`src/rtl/soml_encoder_tx.sv`:
```
// Space-time-block (SOML) transmit encoder: maps a 12-bit frame word to two PAM
// symbols and streams the four entries of the rotated/permuted codeword.
module soml_encoder_tx #(
   parameter int N = 32,
   parameter int Q = 22
) (
   input  logic         clk,
   input  logic         rst,
   input  logic         bits_in_valid,
   input  logic [11:0]  bits_in,
   output logic         bits_in_ready,
   output logic         tx_valid,
   input  logic         tx_ready,
   output logic [N-1:0] tx_r,
   output logic [N-1:0] tx_i,
   output logic         tx_slot,
   output logic         tx_ant,
   output logic         tx_last,
   output logic [4:0]   S_index,
   output logic [7:0]   frames_sent
);

   // state | meaning
   // IDLE  | ready for a frame word
   // MAP   | word registered; PAM levels and beat 0 being prepared
   // SEND  | streaming beats 0..3 under tx_valid/tx_ready
   typedef enum logic [1:0] {IDLE, MAP, SEND} state_t;

   state_t       state_q, state_d;
   logic [11:0]  word_q, word_d;
   logic [N-1:0] s1r_q, s1r_d, s1i_q, s1i_d, s2r_q, s2r_d, s2i_q, s2i_d;
   logic [1:0]   beat_q, beat_d;
   logic         tx_valid_q, tx_valid_d, tx_last_q, tx_last_d;
   logic         tx_slot_q, tx_slot_d, tx_ant_q, tx_ant_d;
   logic [N-1:0] tx_r_q, tx_r_d, tx_i_q, tx_i_d;
   logic [4:0]   s_index_q, s_index_d;
   logic [7:0]   frames_q, frames_d;

   logic [N-1:0] map_s1r, map_s1i, map_s2r, map_s2i;
   logic [1:0]   beat_nx;

   function automatic logic [N-1:0] pam(input logic [1:0] m);
      logic [N-1:0] one, three, lvl;
      one   = {{(N-1){1'b0}}, 1'b1} << Q;
      three = one + (one << 1);
      case (m)
         2'b00:   lvl = -three;
         2'b01:   lvl = -one;
         2'b10:   lvl = one;
         default: lvl = three;
      endcase
      return lvl;
   endfunction

   // Y[t][a] = j^k * X[t^q1][a^q0]; result packed as {real, imag}
   function automatic logic [2*N-1:0] entry(input logic [3:0] q, input logic t, input logic a,
                                            input logic [N-1:0] s1r, input logic [N-1:0] s1i,
                                            input logic [N-1:0] s2r, input logic [N-1:0] s2i);
      logic [N-1:0] xr, xi, yr, yi;
      case ({t ^ q[1], a ^ q[0]})
         2'b00:   begin xr = s1r;  xi = s1i;  end
         2'b01:   begin xr = s2r;  xi = s2i;  end
         2'b10:   begin xr = -s2r; xi = s2i;  end
         default: begin xr = s1r;  xi = -s1i; end
      endcase
      case (q[3:2])
         2'd0:    begin yr = xr;  yi = xi;  end
         2'd1:    begin yr = -xi; yi = xr;  end
         2'd2:    begin yr = -xr; yi = -xi; end
         default: begin yr = xi;  yi = -xr; end
      endcase
      return {yr, yi};
   endfunction

   assign map_s1r = pam(word_q[7:6]);
   assign map_s1i = pam(word_q[5:4]);
   assign map_s2r = pam(word_q[3:2]);
   assign map_s2i = pam(word_q[1:0]);
   assign beat_nx = beat_q + 2'd1;

   always_comb begin
      state_d    = state_q;
      word_d     = word_q;
      s1r_d      = s1r_q;
      s1i_d      = s1i_q;
      s2r_d      = s2r_q;
      s2i_d      = s2i_q;
      beat_d     = beat_q;
      tx_valid_d = tx_valid_q;
      tx_last_d  = tx_last_q;
      tx_slot_d  = tx_slot_q;
      tx_ant_d   = tx_ant_q;
      tx_r_d     = tx_r_q;
      tx_i_d     = tx_i_q;
      s_index_d  = s_index_q;
      frames_d   = frames_q;
      case (state_q)
         IDLE: begin
            if (bits_in_valid) begin
               word_d    = bits_in;
               s_index_d = {1'b0, bits_in[11:8]};
               state_d   = MAP;
            end
         end
         MAP: begin
            s1r_d      = map_s1r;
            s1i_d      = map_s1i;
            s2r_d      = map_s2r;
            s2i_d      = map_s2i;
            {tx_r_d, tx_i_d} = entry(word_q[11:8], 1'b0, 1'b0, map_s1r, map_s1i, map_s2r, map_s2i);
            beat_d     = 2'd0;
            tx_slot_d  = 1'b0;
            tx_ant_d   = 1'b0;
            tx_last_d  = 1'b0;
            tx_valid_d = 1'b1;
            state_d    = SEND;
         end
         SEND: begin
            if (tx_ready) begin
               if (beat_q == 2'd3) begin
                  tx_valid_d = 1'b0;
                  tx_last_d  = 1'b0;
                  frames_d   = frames_q + 8'd1;
                  state_d    = IDLE;
               end else begin
                  beat_d    = beat_nx;
                  {tx_r_d, tx_i_d} = entry(word_q[11:8], beat_nx[1], beat_nx[0],
                                           s1r_q, s1i_q, s2r_q, s2i_q);
                  tx_slot_d = beat_nx[1];
                  tx_ant_d  = beat_nx[0];
                  tx_last_d = (beat_nx == 2'd3);
               end
            end
         end
         default: state_d = IDLE;
      endcase
   end

   always_ff @(posedge clk) begin
      if (rst) begin
         state_q    <= IDLE;
         word_q     <= '0;
         s1r_q      <= '0;
         s1i_q      <= '0;
         s2r_q      <= '0;
         s2i_q      <= '0;
         beat_q     <= '0;
         tx_valid_q <= 1'b0;
         tx_last_q  <= 1'b0;
         tx_slot_q  <= 1'b0;
         tx_ant_q   <= 1'b0;
         tx_r_q     <= '0;
         tx_i_q     <= '0;
         s_index_q  <= '0;
         frames_q   <= '0;
      end else begin
         state_q    <= state_d;
         word_q     <= word_d;
         s1r_q      <= s1r_d;
         s1i_q      <= s1i_d;
         s2r_q      <= s2r_d;
         s2i_q      <= s2i_d;
         beat_q     <= beat_d;
         tx_valid_q <= tx_valid_d;
         tx_last_q  <= tx_last_d;
         tx_slot_q  <= tx_slot_d;
         tx_ant_q   <= tx_ant_d;
         tx_r_q     <= tx_r_d;
         tx_i_q     <= tx_i_d;
         s_index_q  <= s_index_d;
         frames_q   <= frames_d;
      end
   end

   assign bits_in_ready = (state_q == IDLE);
   assign tx_valid      = tx_valid_q;
   assign tx_last       = tx_last_q;
   assign tx_slot       = tx_slot_q;
   assign tx_ant        = tx_ant_q;
   assign tx_r          = tx_r_q;
   assign tx_i          = tx_i_q;
   assign S_index       = s_index_q;
   assign frames_sent   = frames_q;

endmodule

```
`config.mk`:
```
export PLATFORM = sky130hd
export DESIGN_NAME = soml_encoder_tx
export DESIGN_NICKNAME = d
export VERILOG_FILES = /design/src/rtl/soml_encoder_tx.sv
export SDC_FILE = /design/constraint.sdc
export NUM_CORES = 1
export LEC_CHECK = 0
export CAP_MARGIN = 20
export CELL_PAD_IN_SITES_DETAIL_PLACEMENT = 0
export CELL_PAD_IN_SITES_GLOBAL_PLACEMENT = 2
export CORE_ASPECT_RATIO = 1.2
export CORE_MARGIN = 2
export CORE_UTILIZATION = 29
export DETAILED_ROUTE_END_ITERATION = 10
export GPL_ROUTABILITY_DRIVEN = 0
export PLACE_DENSITY = 0.8
export SLEW_MARGIN = 25
export SYNTH_ARGS = -nofsm -noshare
export SYNTH_HDL_FRONTEND = slang
export SYNTH_SLANG_ARGS = --single-unit
export TNS_END_PERCENT = 10
```
`constraint.sdc`:
```
create_clock -name clk -period 4 [get_ports clk]
set_input_delay 0.6 -clock clk [delete_from_list [all_inputs] [get_ports clk]]
set_output_delay 0.6 -clock clk [all_outputs]
set_load 0.1 [all_outputs]
```
==> impl_metrics.ini <==
[synthesis]
synth_edf_count = 0
synth_compound_area_frac = 0.259
synth_area_per_cell_um2 = 7.71
synthMuxAreaShare = 0.0356
synth-adder-area-share = 0.0578
synth-xor-area-share = 0.0298
synthFlopType = dfxtp_1
async_reset_ff_frac = 0
yosys.area.top_type = dfxtp_1
yosysWarnings = 0
synthSimpleGateAreaFrac = 0.210
synth_cells = 534
synth_seq_cells = 55
seq_area_frac_synth = 0.268
yosysUniqueCellTypes = 70
synth_area_um2 = 4120
yosys-top-cells-area = dfxtp_1 (27%), buf_4 (8.9%), nor2_1 (6.2%)
synth_top_family_by_area = compound AO/OA/AOI/OAI gates
synth_top_area_frac = 0.268

[placed_design]
detailedPlace.worstSlack_ns = 0.429
dpl.cell_count = 733
placed_cell_area_um2 = 4580
port_buffers = 52
hpwlAfterDp_mm = 8.54

[global_routing]
grt_usage = 0.147
antenna_found_initial = 0
grt_pass1_wl_mm = 18.0
grt_overflow = 0
first_global_vias = 3438
grt_max_degree = 42

[clocking]
cts_sinks = 55
cts_max_level = 2
clkLatencyLatePin_ns = 0.31
clkSlewWorstSetupHoldPaths_ns = 0.08
cts_tree = built
cts_buffers = 5
cts_hold_buf = 0
cts-resized-gates = 0
cts_setup_buffers = 0
cts_root_buf = clkbuf_16
clk_path_buf_depth = 2

[sta]
grt_setup_unrepaired = false
slew_viol_final = 0
hold_violations = 0
skew_ns = 0.00913
finalCritPeriodShare = 0.899
setup_tns_ns = 0
hold_ws_ns = 0.458
setup_viol = 0
worst_slew_pin_slew_ns = 0.999
setup_ws_ns = 0.403
fin_crit_ns = 3.60
slew_headroom = 0.332
fmax_ghz = 0.278

[critical_path]
crit_fanout = 12
rrSetupSlack_ns = 0.40
cp.required_ns = 4.20
timing.rr.end = tx_r[30]$_SDFFE_PP0P_
crit_path_end_kind = flop
crit_start = tx_ant$_SDFFE_PP0P_
reg2reg_from = tx_ant$_SDFFE_PP0P_
rr_worst_depth = 11
arrival_ns = 3.79
critical_path_class = flop to flop
crit_path_start_kind = flop

[layout]
fin_util = 0.342
mostFrequentLayoutCells = nor2_1 (68), nand2_1 (61), dfxtp_1 (55), clkdlybuf4s50_1 (49), conb_1 (45)
synthToLayoutAreaGrowth_pct = 14.8
final_nets = 604
regArea_um2 = 1100
antenna_cells = 0
fillers = 1492
fin_area_um2 = 4730
final_cells = 741
drive_above_1_share = 0.0667
layout_commonest_cell = nor2_1
multiInputGateArea_um2 = 2610

[floorplanning]
io_pins = 98
initial_core_util = 0.298
die_w_um = 113
rows = 47
die_area_um2 = 15200
fp.dieH_um = 134
core-area_um2 = 13800

[worst_hold_path]
min_path_type = flop to flop
min_from = s1r_q[23]$_SDFFE_PP0P_
hold-path-cell-count = 2
whs_endpoint = s1r_q[23]$_SDFFE_PP0P_

[run]
drv_cap = 0

[pwr]
power.internal_mw = 1.09
finalPower_mw = 2.08
power.share.clock = 0.221
peakVddDrop_uv = 235
switching_power_mw = 0.993
powerDensity_nw_per_um2 = 441
p_leak_nw = 1.80
p_seq_frac = 0.296
swShare = 0.476
p_comb_frac = 0.483

[detailed_routing]
dr.first_iter.drc_count = 152
routed-via-count = 3659
viasPerCell = 4.94
drc = 0
drt-total-wl_mm = 11.2
drt_pass1_iterations = 5
wl_per_cell_um = 15.1
antenna_left = 0

[outcome]
status = finished clean
[cell usage after synthesis, drive strengths merged, types with 4 or more instances]
library cell,instances
nor2,68
buf,61
nand2,61
dfxtp,55
a21oi,44
ha,19
clkbuf,17
inv,17
o21ai,16
a211oi,14
nand3,11
nor2b,10
nor3,10
mux2i,9
nand2b,9
a31oi,8
o31ai,8
o32ai,8
xnor2,8
a21o,6
o211ai,6
xor2,6
mux2,5
o21bai,4
o221ai,4
o311ai,4
[power by group through the flow]
stage | logic [mW] | registers [mW] | clock network, mW
3_5_place_dp | 1.00 | 0.632 | 0
5_1_grt | 1.07 | 0.624 | 0.498
6_report | 1.01 | 0.618 | 0.460
4_1_cts | 1.01 | 0.619 | 0.479
2_1_floorplan | 0.677 | 0.803 | 0
3_3_place_gp | 1.00 | 0.631 | 0
[state kept, by name, summed over array words and instances, names as in the netlist]
name,count
S_index,1
beat_q,1
frames_sent,8
s1i_q,2
s1r_q,3
s2i_q,2
s2r_q,2
state_q,2
tx_ant,1
tx_i,10
tx_last,1
tx_r,10
tx_valid,1
word_q,11
[layer usage]
layer | share of wire | vias to the layer above | global-route usage
met4 | 0.021 | 0 | 0.0440
li1 | - | 1862 | -
met3 | 0.052 | 25 | 0.0305
met5 | 0 | - | 0
met1 | 0.44 | 1665 | 0.186
met2 | 0.49 | 107 | 0.253
[cell type report]
class	count	share of cell area
Clock buffer	6	0.0273
Clock inverter	2	0.00344
Inverter	19	0.0151
Multi-Input combinational cell	426	0.552
Sequential cell	55	0.233
Tap cell	171	0.0453
Timing Repair Buffer	62	0.124
[worst max-delay path: stages (launching register included)]
cell,delay [ns]
dfxtp_1,0.44
inv_1,0.07
ha_1,0.31
xnor2_1,0.18
ha_1,0.58
nor2b_1,0.13
o31ai_1,0.37
ha_1,0.34
a211oi_1,0.11
or4_4,0.53
a311oi_1,0.30
a211oi_1,0.11
[worst max path at each step]
stage                             to  slack (ns)
2_1_floorplan  tx_r[30]$_SDFFE_PP0P_        0.16
3_3_place_gp   tx_r[30]$_SDFFE_PP0P_        0.59
3_5_place_dp   tx_r[30]$_SDFFE_PP0P_        0.43
4_1_cts        tx_r[30]$_SDFFE_PP0P_        0.41
5_1_grt        tx_r[30]$_SDFFE_PP0P_        0.13
6_report       tx_r[30]$_SDFFE_PP0P_        0.40
[cell families after synthesis]
family / count (synthesis)
adders and majority gates: 19
AOI/OAI and AO/OA: 148
DFF: 55
other: 1
buffers and inverters: 97
muxes: 14
xor gates and xnor gates: 14
and+or+nand+nor: 186
Note: power is estimated with default switching activity, not from simulation.
